`config.mk`:
```
export PLATFORM = sky130hd
export DESIGN_NAME = permute_sched
export DESIGN_NICKNAME = d
export VERILOG_FILES = /design/src/rtl/permute_pkg.sv /design/src/rtl/rr_arbiter.sv /design/src/rtl/permute_sched.sv
export SDC_FILE = /design/constraint.sdc
export NUM_CORES = 1
export LEC_CHECK = 0
export ABC_AREA = 1
export CAP_MARGIN = 40
export CORE_UTILIZATION = 57
export DETAILED_ROUTE_END_ITERATION = 10
export GPL_TIMING_DRIVEN = 0
export PLACE_DENSITY = 0.84
export RECOVER_POWER = 50
export SKIP_LAST_GASP = 1
export SLEW_MARGIN = 0
export SYNTH_ARGS = -nofsm -noshare
export SYNTH_HDL_FRONTEND = slang
export SYNTH_SLANG_ARGS = --single-unit
export TNS_END_PERCENT = 10
```
`constraint.sdc`:
```
create_clock -name clk -period 2.2 [get_ports clk]
set_input_delay 0.33 -clock clk [delete_from_list [all_inputs] [get_ports clk]]
set_output_delay 0.33 -clock clk [all_outputs]
set_load 0.005 [all_outputs]
```
`src/rtl/permute_pkg.sv`:
```
// -----------------------------------------------------------------------------
// permute_pkg
// Shared definitions for the permutation-engine scheduler.
//   - FSM state encodings for the scheduler sequencer
//   - default job length (engine rounds per job) and watchdog limit
//   - watchdog counter width
// -----------------------------------------------------------------------------
package permute_pkg;

    // Scheduler sequencer states
    localparam logic [2:0] ST_IDLE     = 3'd0;
    localparam logic [2:0] ST_START    = 3'd1;
    localparam logic [2:0] ST_WAIT_ACK = 3'd2;
    localparam logic [2:0] ST_RUN      = 3'd3;
    localparam logic [2:0] ST_DONE     = 3'd4;

    // Engine rounds expected in a complete job
    localparam int ROUNDS_DEF  = 64;
    // Cycles without engine progress before a job is declared failed
    localparam int TIMEOUT_DEF = 1024;
    // Watchdog width; the counter saturates at all-ones
    localparam int WD_W        = 11;

endpackage

```
`src/rtl/rr_arbiter.sv`:
```
// -----------------------------------------------------------------------------
// rr_arbiter
// Combinational round-robin picker. Returns the first asserted request bit
// found searching upward from ptr, wrapping past N-1 back to 0.
// Ports:
//   req   in  N    request vector
//   ptr   in  IDW  index holding highest priority (must be < N)
//   grant out N    one-hot winner, 0 when no request
//   idx   out IDW  binary index of winner, 0 when no request
//   hit   out 1    at least one request present
// -----------------------------------------------------------------------------
module rr_arbiter #(
    parameter int N   = 2,
    parameter int IDW = 3
) (
    input  logic [N-1:0]   req,
    input  logic [IDW-1:0] ptr,
    output logic [N-1:0]   grant,
    output logic [IDW-1:0] idx,
    output logic           hit
);

    // Two passes keep every select index a loop constant: the first pass
    // only accepts bits at or above ptr, the second supplies the wrap.
    always_comb begin
        grant = '0;
        idx   = '0;
        hit   = 1'b0;
        for (int k = 0; k < N; k++) begin
            if (!hit && req[k] && (k >= int'(ptr))) begin
                hit      = 1'b1;
                grant[k] = 1'b1;
                idx      = IDW'(k);
            end
        end
        for (int k = 0; k < N; k++) begin
            if (!hit && req[k]) begin
                hit      = 1'b1;
                grant[k] = 1'b1;
                idx      = IDW'(k);
            end
        end
    end

endmodule

```
`src/rtl/permute_sched.sv`:
```
// -----------------------------------------------------------------------------
// permute_sched
// Round-robin scheduler sharing one permutation engine among N requesters.
// Arbitrates, issues the engine start, steers the engine read strobe to the
// owner, counts rounds and reports completion / error per job.
// Ports:
//   clk, rst          clock, asynchronous active-high reset
//   req[N]            level requests, held until done
//   grant[N]          one-hot owner (0 when none)
//   gnt_id[IDW]       binary owner index (0 when none)
//   rd_en[N]          grant gated by eng_read (combinational)
//   done[N]           one-cycle pulse to the owner at job end
//   err               pulses with done when the job ended abnormally
//   busy              high whenever the sequencer is not idle
//   round_cnt[7]      rounds seen in current / last job
//   eng_start         one-cycle engine start
//   eng_total_ready   engine idle flag
//   eng_ready         engine per-round pulse
//   eng_read          engine read strobe
// -----------------------------------------------------------------------------
module permute_sched
    import permute_pkg::*;
#(
    parameter int N       = 2,
    parameter int ROUNDS  = ROUNDS_DEF,
    parameter int TIMEOUT = TIMEOUT_DEF,
    parameter int IDW     = 3
) (
    input  logic           clk,
    input  logic           rst,
    input  logic [N-1:0]   req,
    output logic [N-1:0]   grant,
    output logic [IDW-1:0] gnt_id,
    output logic [N-1:0]   rd_en,
    output logic [N-1:0]   done,
    output logic           err,
    output logic           busy,
    output logic [6:0]     round_cnt,
    output logic           eng_start,
    input  logic           eng_total_ready,
    input  logic           eng_ready,
    input  logic           eng_read
);

    logic [2:0]      state;
    logic [IDW-1:0]  ptr;
    logic [WD_W-1:0] wd;

    logic [N-1:0]    arb_grant;
    logic [IDW-1:0]  arb_id;
    logic            arb_hit;

    logic            timeout;
    logic [WD_W-1:0] wd_inc;
    logic [6:0]      rc_next;

    rr_arbiter #(
        .N   (N),
        .IDW (IDW)
    ) u_arb (
        .req   (req),
        .ptr   (ptr),
        .grant (arb_grant),
        .idx   (arb_id),
        .hit   (arb_hit)
    );

    assign timeout = (32'(wd) >= TIMEOUT);
    assign wd_inc  = (wd == '1) ? wd : wd + WD_W'(1);
    // Includes a round arriving in the same cycle as the job end.
    assign rc_next = round_cnt + {6'd0, eng_ready};

    assign busy  = (state != ST_IDLE);
    assign rd_en = grant & {N{eng_read}};

    always_ff @(posedge clk or posedge rst) begin
        if (rst) begin
            state     <= ST_IDLE;
            grant     <= '0;
            gnt_id    <= '0;
            done      <= '0;
            err       <= 1'b0;
            eng_start <= 1'b0;
            round_cnt <= '0;
            ptr       <= '0;
            wd        <= '0;
        end else begin
            eng_start <= 1'b0;
            done      <= '0;
            err       <= 1'b0;
            case (state)
                ST_IDLE: begin
                    if (arb_hit && eng_total_ready) begin
                        grant     <= arb_grant;
                        gnt_id    <= arb_id;
                        round_cnt <= '0;
                        state     <= ST_START;
                    end
                end
                ST_START: begin
                    // The start leaves as a registered pulse one cycle
                    // after the grant becomes visible.
                    eng_start <= 1'b1;
                    wd        <= '0;
                    state     <= ST_WAIT_ACK;
                end
                ST_WAIT_ACK: begin
                    wd <= wd_inc;
                    if (!eng_total_ready) begin
                        state <= ST_RUN;
                    end else if (timeout) begin
                        state <= ST_DONE;
                        done  <= grant;
                        err   <= 1'b1;
                    end
                end
                ST_RUN: begin
                    round_cnt <= rc_next;
                    wd        <= eng_ready ? '0 : wd_inc;
                    if (eng_total_ready) begin
                        state <= ST_DONE;
                        done  <= grant;
                        err   <= (32'(rc_next) != ROUNDS);
                    end else if (timeout && !eng_ready) begin
                        state <= ST_DONE;
                        done  <= grant;
                        err   <= 1'b1;
                    end
                end
                ST_DONE: begin
                    grant  <= '0;
                    gnt_id <= '0;
                    // Owner drops to lowest priority for the next pick.
                    if (gnt_id == IDW'(N - 1)) begin
                        ptr <= '0;
                    end else begin
                        ptr <= gnt_id + IDW'(1);
                    end
                    state <= ST_IDLE;
                end
                default: begin
                    state <= ST_IDLE;
                end
            endcase
        end
    end

endmodule

```
### After elaboration in Yosys (flattened, before gate mapping)

Index checks and enable logic that the tools add are counted.

* add/sub/neg operators: 3
* equality and inequality tests: 10
* bitwise logic cells: 1
* multiplexer cells: 37
* reduce and logical (&&, ||, !) cells: 19
* $lt $le $gt $ge: 3

Operators with widths (number)
* $pmux 11 s3: 1
* $mux 11: 2
* $mux 3: 7
* $mux 1: 15
* $pmux 7 s2: 1
* $pmux 3 s4: 1
* $add 11x1->11 const B: 1
* $eq 11x11->1 const B: 1
* $ge 11x11->1 const B: 1
* $mux 2: 5
* $pmux 2 s2: 2
* $add 7x1->7: 1
* $logic_and 1x1->1: 7
* $mux 7: 1
* $ne 7x7->1 const B: 1
* $eq 3x1->1 const B: 2
* $eq 3x2->1 const B: 2
* $ge 1x3->1 const A: 2
* $ne 3x3->1 const B: 2
* $pmux 3 s2: 1
* $reduce_bool 3->1: 2
* $logic_not 1->1: 4
* $reduce_and 2->1: 2
* $reduce_bool 2->1: 2
* 7 further kinds: 7

* register bits: 33
* output and inout port bits: 19
* input port bits: 7

### Logic depth before layout (Yosys ltp)

* word-level depth: 16
* depth in mapped cells: 10

### Modules after synthesis

Synthesis repeated with hierarchy kept, for this count alone.

* cells, all modules: 260
* area total of the unflattened synthesis: 1924.3 um^2

By module, submodules not included
* permute_sched: times used 1, cells an instance 246, area an instance 1850.5 um^2
* rr_arbiter: times used 1, cells an instance 14, area an instance 73.8 um^2

### Least setup slack after synthesis

Ideal clock, no wire load.

* path kind: flip-flop to flip-flop
* from: reg round_cnt[0]
* to: reg err
* period minus slack after synthesis: 1.509 ns
* path buffers: 0
* arrival: 1.392 ns
* slack: 0.691 ns
* data required time: 2.083 ns
* cell stages (with the launch flop): 9
* setup time: 0.117 ns
* cell sequence: dfrtp_1 > ha_1 > ha_1 > nor3_1 > nand2_1 > nor2_1 > nand3_1 > nor2_1 > nor2_1

* longest elaborated chain between the ends: 4

Ends and longest elaborated chain
* start: declaration: RTL line permute_sched.sv:38 `output logic [6:0] round_cnt,`
* start signal: assignment: RTL line permute_sched.sv:118 `round_cnt <= rc_next;`
* $add 7x1->7: RTL line permute_sched.sv:71 `assign rc_next = round_cnt + {6'd0, eng_ready};`
* $ne 7x7->1: RTL line permute_sched.sv:123 `err <= (32'(rc_next) != ROUNDS);`
* $mux 1: RTL line permute_sched.sv:120 `if (eng_total_ready) begin`
* $pmux 1 s2: RTL line permute_sched.sv:91 `case (state)`
* end signal: assignment: RTL line permute_sched.sv:123
* end: declaration: RTL line permute_sched.sv:36 `output logic err,`

Every way passes these cells.
A chain may end at the register's enable or synchronous reset.

### Final worst setup path

* from: reg state[0]
* to: out busy

* longest elaborated chain between the ends: 1

Ends and longest elaborated chain
* start: declaration: RTL line permute_sched.sv:45 `logic [2:0] state;`
* start signal: assignment: RTL line permute_sched.sv:78 `state <= ST_IDLE;`
* start signal: assignment: RTL line permute_sched.sv:97 `state <= ST_START;`
* start signal: assignment: RTL line permute_sched.sv:105 `state <= ST_WAIT_ACK;`
* $reduce_bool 3->1: RTL line permute_sched.sv:73 `assign busy = (state != ST_IDLE);`
* end: declaration: RTL line permute_sched.sv:37 `output logic busy,`

Every way passes these cells.

==> impl_metrics.tcl <==
set metrics [dict create \
    use_met3_pct 7.37 \
    grt_overflow 0 \
    worst_path_most_repeated_cell "inv_1" \
    area_growth_pct 18.5 \
    ys_types 27 \
    wl_per_cell_um 11.7 \
    maxSlewHeadroom_pct 38.6 \
    power.density_nw_per_um2 955 \
    seq_area_frac_synth_pct 42.3 \
    top_usage_layer "met2" \
    synthesis.area_um2 1720 \
    path_buf_inv 3 \
    register_area_um2 726 \
    die_area_um2 3230 \
    antenna_found_initial 0 \
    tns_ns 0 \
    drc 2 \
    placement.io_buffers 23 \
    status "complete, but fails checks" \
    maxCapViolations 0 \
    grt_pass1_vias 1381 \
    cts_tree "yes" \
    crit_chain "inv_1 > nand2_1 > nor2_2 > inv_1 > clkdlybuf4s50_1" \
    worstPathRequired_ns 1.87 \
    nFillCells 249 \
    ctsResizeCount 0 \
    clk_root_buffer_cell "clkbuf_4" \
    worst_slack_ns 0.217 \
    failed_checks "design-rule violations" \
    vias 1552 \
    cp-start-kind "flop" \
    timing.fmax_mhz 504 \
    cts_made_buffers 5 \
    fin_area_um2 2030 \
    crit_fanout 4 \
    num_antenna_cells 0 \
    io_pins 26 \
    cts_buffer_depth 2 \
    core_um2 2810 \
    crit_path_end_kind "output pin" \
    syn_avg_cell_area_um2 7.49 \
    use_met1_pct 32.7 \
    min_path_type "input port to asynchronous set/reset pin" \
    rsz0062_at_grt "false" \
    clk_latency_ns 0.33 \
    ctsHoldBuffers 0 \
    fin_nets 271 \
    arrival_ns 1.65 \
    use_met2_pct 35.2 \
    grt_max_degree 19 \
    critPathTopFamily "buffers and inverters" \
    initial_utilization_pct 61.2 \
    ant_nets 0 \
    totalWireLength_um 3410 \
    crit_slowest_cell "dfrtp_1" \
    postSynthCellCount 229 \
    tightest_slew_ns 0.920 \
    dp_cells 285 \
    p_leak_nw 1.02 \
    drt_first_pass_iters 7 \
    viasPerCell 5.32 \
    htree_levels 2 \
    drtIter0Drc 60 \
    mostFrequentLayoutCell "nand2_1" \
    netlist.area_leader.share_pct 42.3 \
    ys_ff_latch 29 \
    post-cts-setup-buffers 0 \
    setup_viol 0 \
    netlist_top_cells_area "dfrtp_1 (42%), nand2_1 (11%), inv_1 (7.9%)" \
    dpl_cell_area_um2 2020 \
    yosys_warnings 0 \
    period_share_pct 90.2 \
    grt_pass1_wl_um 5820 \
    period_minus_slack_ns 1.98 \
    layout.cells.non_filler 292 \
    multiInputGateArea_um2 807 \
    yosys.area.top_type "dfrtp_1" \
    clk_pin_slew_worst_paths_ns 0.09 \
    row_count 19 \
    fp.dieW_um 56.9 \
    layout-drive-gt1-share_pct 11.1 \
    ir_drop_mv 0.673 \
    track_usage_pct 23.7 \
    layout_common_cells "nand2_1 (54), inv_1 (37), dfrtp_1 (29), nor2_1 (23), nand3_1 (23)" \
    dp_hpwl_um 2640 \
    clock_skew_ns 0.0120 \
    finalMaxSlewViolations 0 \
    gp_congestion 0.843 \
    die_y_um 56.9 \
    critical-path-max-stage-delay_ns 0.45 \
    hold_viol_final 0 \
    path_class "flop to output pin" \
    pre_cts_slack_ns 0.0814 \
    holdWs_ns 0.430 \
    clock-sinks 29 \
]
==> cells by family after synthesis <==
family | share of synthesized area (%)
simple gates | 33.2
buf+inv | 10.1
compound gates | 11.5
flops | 42.3
fa+ha+maj | 2.19
xor+xnor | 0.511
other cells | 0.219
==> Yosys cell counts (all sizes together) <==
| library cell | number |
|---|---|
| nand2 | 58 |
| inv | 42 |
| dfrtp | 29 |
| nor2 | 29 |
| nand3 | 25 |
| o21ai | 18 |
| a21oi | 6 |
| nand4 | 4 |
| nor3 | 4 |
| ha | 3 |
| o211ai | 3 |
| buf | 2 |
| o21bai | 2 |
| o22ai | 2 |
| conb | 1 |
| xor2 | 1 |
==> sequential cells by signal, summed over array words and instances (netlist names) <==
name,cells
done,2
eng_start,1
err,1
gnt_id,1
grant,2
ptr,1
round_cnt,7
state,3
wd,11
==> worst reg2reg max path, cell delays in order (launching register included) <==
cell     delay (ns)
dfrtp_1        0.42
ha_1           0.26
ha_1           0.31
nor3_1         0.18
nand2_1        0.07
nor2_1         0.09
nand3_1        0.07
nor2_1         0.08
nor2_1         0.04
==> per-layer routing <==
layer	routed length, um	vias to the layer above
met5	0	-
met4	18	0
met3	191	4
met2	1550	45
met1	1660	711
li1	-	792
==> final timing paths <==
kind | start | end | slack (ns) | cells past startpoint
min in group clk | state[1]$_DFFE_PP0P_ | eng_start$_DFF_PP0_ | 0.50 | 1
hold reg to reg | state[1]$_DFFE_PP0P_ | eng_start$_DFF_PP0_ | 0.50 | 1
hold / removal | rst | wd[6]$_DFFE_PP0P_ | 0.43 | 2
setup / recovery | state[0]$_DFFE_PP0P_ | busy | 0.22 | 5
setup reg to reg | round_cnt[0]$_DFFE_PP0P_ | err$_DFF_PP0_ | 0.56 | 8
max in group asynchronous | rst | round_cnt[2]$_DFFE_PP0P_ | 0.58 | 3
==> metrics by stage <==
step | util [%] | total power [mW]
global route | 72.5 | 2.09
detailed placement | 71.9 | 1.65
global placement | 70.9 | 1.62
finish | 72.5 | 1.94
floorplan | - | 1.34
CTS | 73.8 | 1.98
==> where the power goes <==
group	total, mW	switching, mW	leakage [nW]	internal [mW]
registers	0.751	0.108	0.392	0.644
logic	0.860	0.507	0.598	0.353
clock network	0.332	0.181	0.0314	0.151
total	1.94	0.795	1.02	1.15
==> cell type report <==
type | count | share of cell area [%]
plain buffers | 2 | 0.738
inverters | 42 | 7.75
clock buffers | 7 | 2.71
well taps | 31 | 1.91
repair buffers | 24 | 11.5
multi-input cells | 157 | 39.7
flip-flops and latches | 29 | 35.7
Power figures use the tool's default switching activity.
==> RTL edit: new RTL, config.mk and constraints unchanged <==
`N` is set to 2 in 2 places; all go to 4.
--- a/src/rtl/rr_arbiter.sv
+++ b/src/rtl/rr_arbiter.sv
@@ -11,5 +11,5 @@
 // -----------------------------------------------------------------------------
 module rr_arbiter #(
-    parameter int N   = 2,
+    parameter int N   = 4,
     parameter int IDW = 3
 ) (
--- a/src/rtl/permute_sched.sv
+++ b/src/rtl/permute_sched.sv
@@ -22,5 +22,5 @@
     import permute_pkg::*;
 #(
-    parameter int N       = 2,
+    parameter int N       = 4,
     parameter int ROUNDS  = ROUNDS_DEF,
     parameter int TIMEOUT = TIMEOUT_DEF,
Ports: changed (resized done, grant, rd_en and req); port bits go from 26 to 34. No check against the original RTL was run, so the function may have changed too.
==> RTL edit against the original RTL <==
Die area up 19%; first-iteration DRC count is 6.7% higher; wire length is 16% higher; core utilization is 1.2 points higher; largest cell class unchanged; highest routed layer unchanged; worst setup slack lost 46 ps; cell area rose by 23%; sequential cell count grew 6; power is 25% higher; area after synthesis grew 20%; clock skew fell by 4.1 ps.
==> RTL edit: results (changes against the original RTL) <==
Worst-path clk slew 120 ps (was 90 ps); Commonest cells post-synth 58 x nand2_1, 37 x inv_1, 35 x dfrtp_1, 30 x nand3_1, 19 x nor2_1 (was 52 x nand2_1, 36 x inv_1, 29 x dfrtp_1, 23 x nand3_1, 23 x nor2_1); n_diodes 0 (unchanged); pin count of the biggest net entering global routing 19 (unchanged); top_reg_cell synth dfrtp_1 (unchanged); Leak 1.25 nW (was 1.02 nW); largest registers wd: 11 flops, round_cnt: 7 flops (was wd: 11 flops, round_cnt: 7 flops, state: 3 flops); Max clock buf depth 2 (unchanged); total nets after synthesis 266; All-Layer GR Usage 22.7% (was 23.7%); Clock Latency Late Sink 350 ps (was 330 ps); worst path arrival time 1700 ps (was 1650 ps); relative slew slack 36.3% (was 38.6%); layout cell share with drive strength beyond 1 12.9% (was 11.1%); Setup WS pre-CTS 157 ps (was 81.4 ps); Root Buffer clkbuf_4 (unchanged); largest cells by area after synthesis dfrtp_1 43%, nand2_1 11%, nand3_1 7.3%, inv_1 6.8%, nor2_1 3.5% (was dfrtp_1 42%, nand2_1 11%, inv_1 7.9%, nand3_1 6.7%, nor2_1 5.0%); port bufs 32 (was 23); TritonCTS Buffers 5 (unchanged); Seq/Total Area, Yosys 42.7% (was 42.3%); VDD IR-drop max 917 uV (was 673 uV); Layout Nets 306 (was 271); Yosys cell types 32 (was 27); Placed Area 2460 um^2 (was 2020 um^2); global-route wire length before repair 6230 um (was 5820 um); Critical Path Slowest Stage Cell clkdlybuf4s50_1 (was dfrtp_1); slowest cell delay on critical path 450 ps (about the same); Async SR Flop Fraction 100% (unchanged); Synth warnings 0 (unchanged); vias in the first global route 1489 (was 1381); run status completed (was finished with violations); CP top delay family buffers and inverters (unchanged); DP HPWL 3050 um (was 2640 um); Routed WL 3950 um (was 3410 um); type of the most critical hold path in -> async (unchanged); CP max FO 4 (unchanged); post-CTS setup buffers 0 (unchanged); fin cells 340 (was 292); initial antenna violation count 0 (unchanged); via count 1756 (was 1552); Cell Count Post-Placement 332 (was 285); drt pass-1 iters 4 (was 7); GPL Wtd Cong 0.845 (was 0.843); drt initial violations 64 (was 60); H-tree depth 2 (unchanged); synthesized area per cell 8.11 um^2 (was 7.49 um^2); Post-CTS Resized 0 (unchanged); Clock Skews 7.90 ps (was 12.0 ps)
==> RTL edit: final cells by class <==
class / count / area (um^2)
Sequential cell: 35 / 876
Clock buffer: 5 / 37.5
Buffer: 3 / 26.3
Clock inverter: 3 / 47.5
Multi-Input combinational cell: 173 / 972
Inverter: 42 / 158
Timing Repair Buffer: 33 / 324
Fill cell: 261 / 891
Tap cell: 46 / 57.6
==> RTL edit: routing by layer <==
layer	global-route usage (%)	routed length, um	vias to the layer above
li1	-	-	893
met1	29.3	1850	823
met2	36.8	1880	31
met3	4.35	144	9
met4	10.5	78	0
met5	0	0	-
==> RTL edit: power by group <==
part	leakage, nW	total, mW	switching (mW)	internal [mW]
Sequential	0.473	0.927	0.138	0.790
Clock	0.0458	0.484	0.239	0.245
Combinational	0.736	1.02	0.576	0.445
Total	1.25	2.43	0.953	1.48
==> RTL edit: worst paths after layout <==
| path | from | endpoint | slack, ps | cells after the start |
|---|---|---|---|---|
| setup / recovery | state[1]$_DFFE_PP0P_ | busy | 170 | 5 |
| setup reg to reg | round_cnt[0]$_DFFE_PP0P_ | err$_DFF_PP0_ | 560 | 9 |
| min in group clk | state[1]$_DFFE_PP0P_ | eng_start$_DFF_PP0_ | 520 | 1 |
| max in group asynchronous | rst | round_cnt[6]$_DFFE_PP0P_ | 420 | 3 |
| hold reg to reg | state[1]$_DFFE_PP0P_ | eng_start$_DFF_PP0_ | 520 | 1 |
| hold / removal | rst | wd[1]$_DFFE_PP0P_ | 490 | 2 |
==> RTL edit: cell families after synthesis <==
group / share of synthesized area, %
xor+xnor: 2.99
other cells: 0.183
compound gates: 5.30
buf+inv: 9.15
fa+ha+maj: 2.44
flops: 42.7
simple gates: 37.3
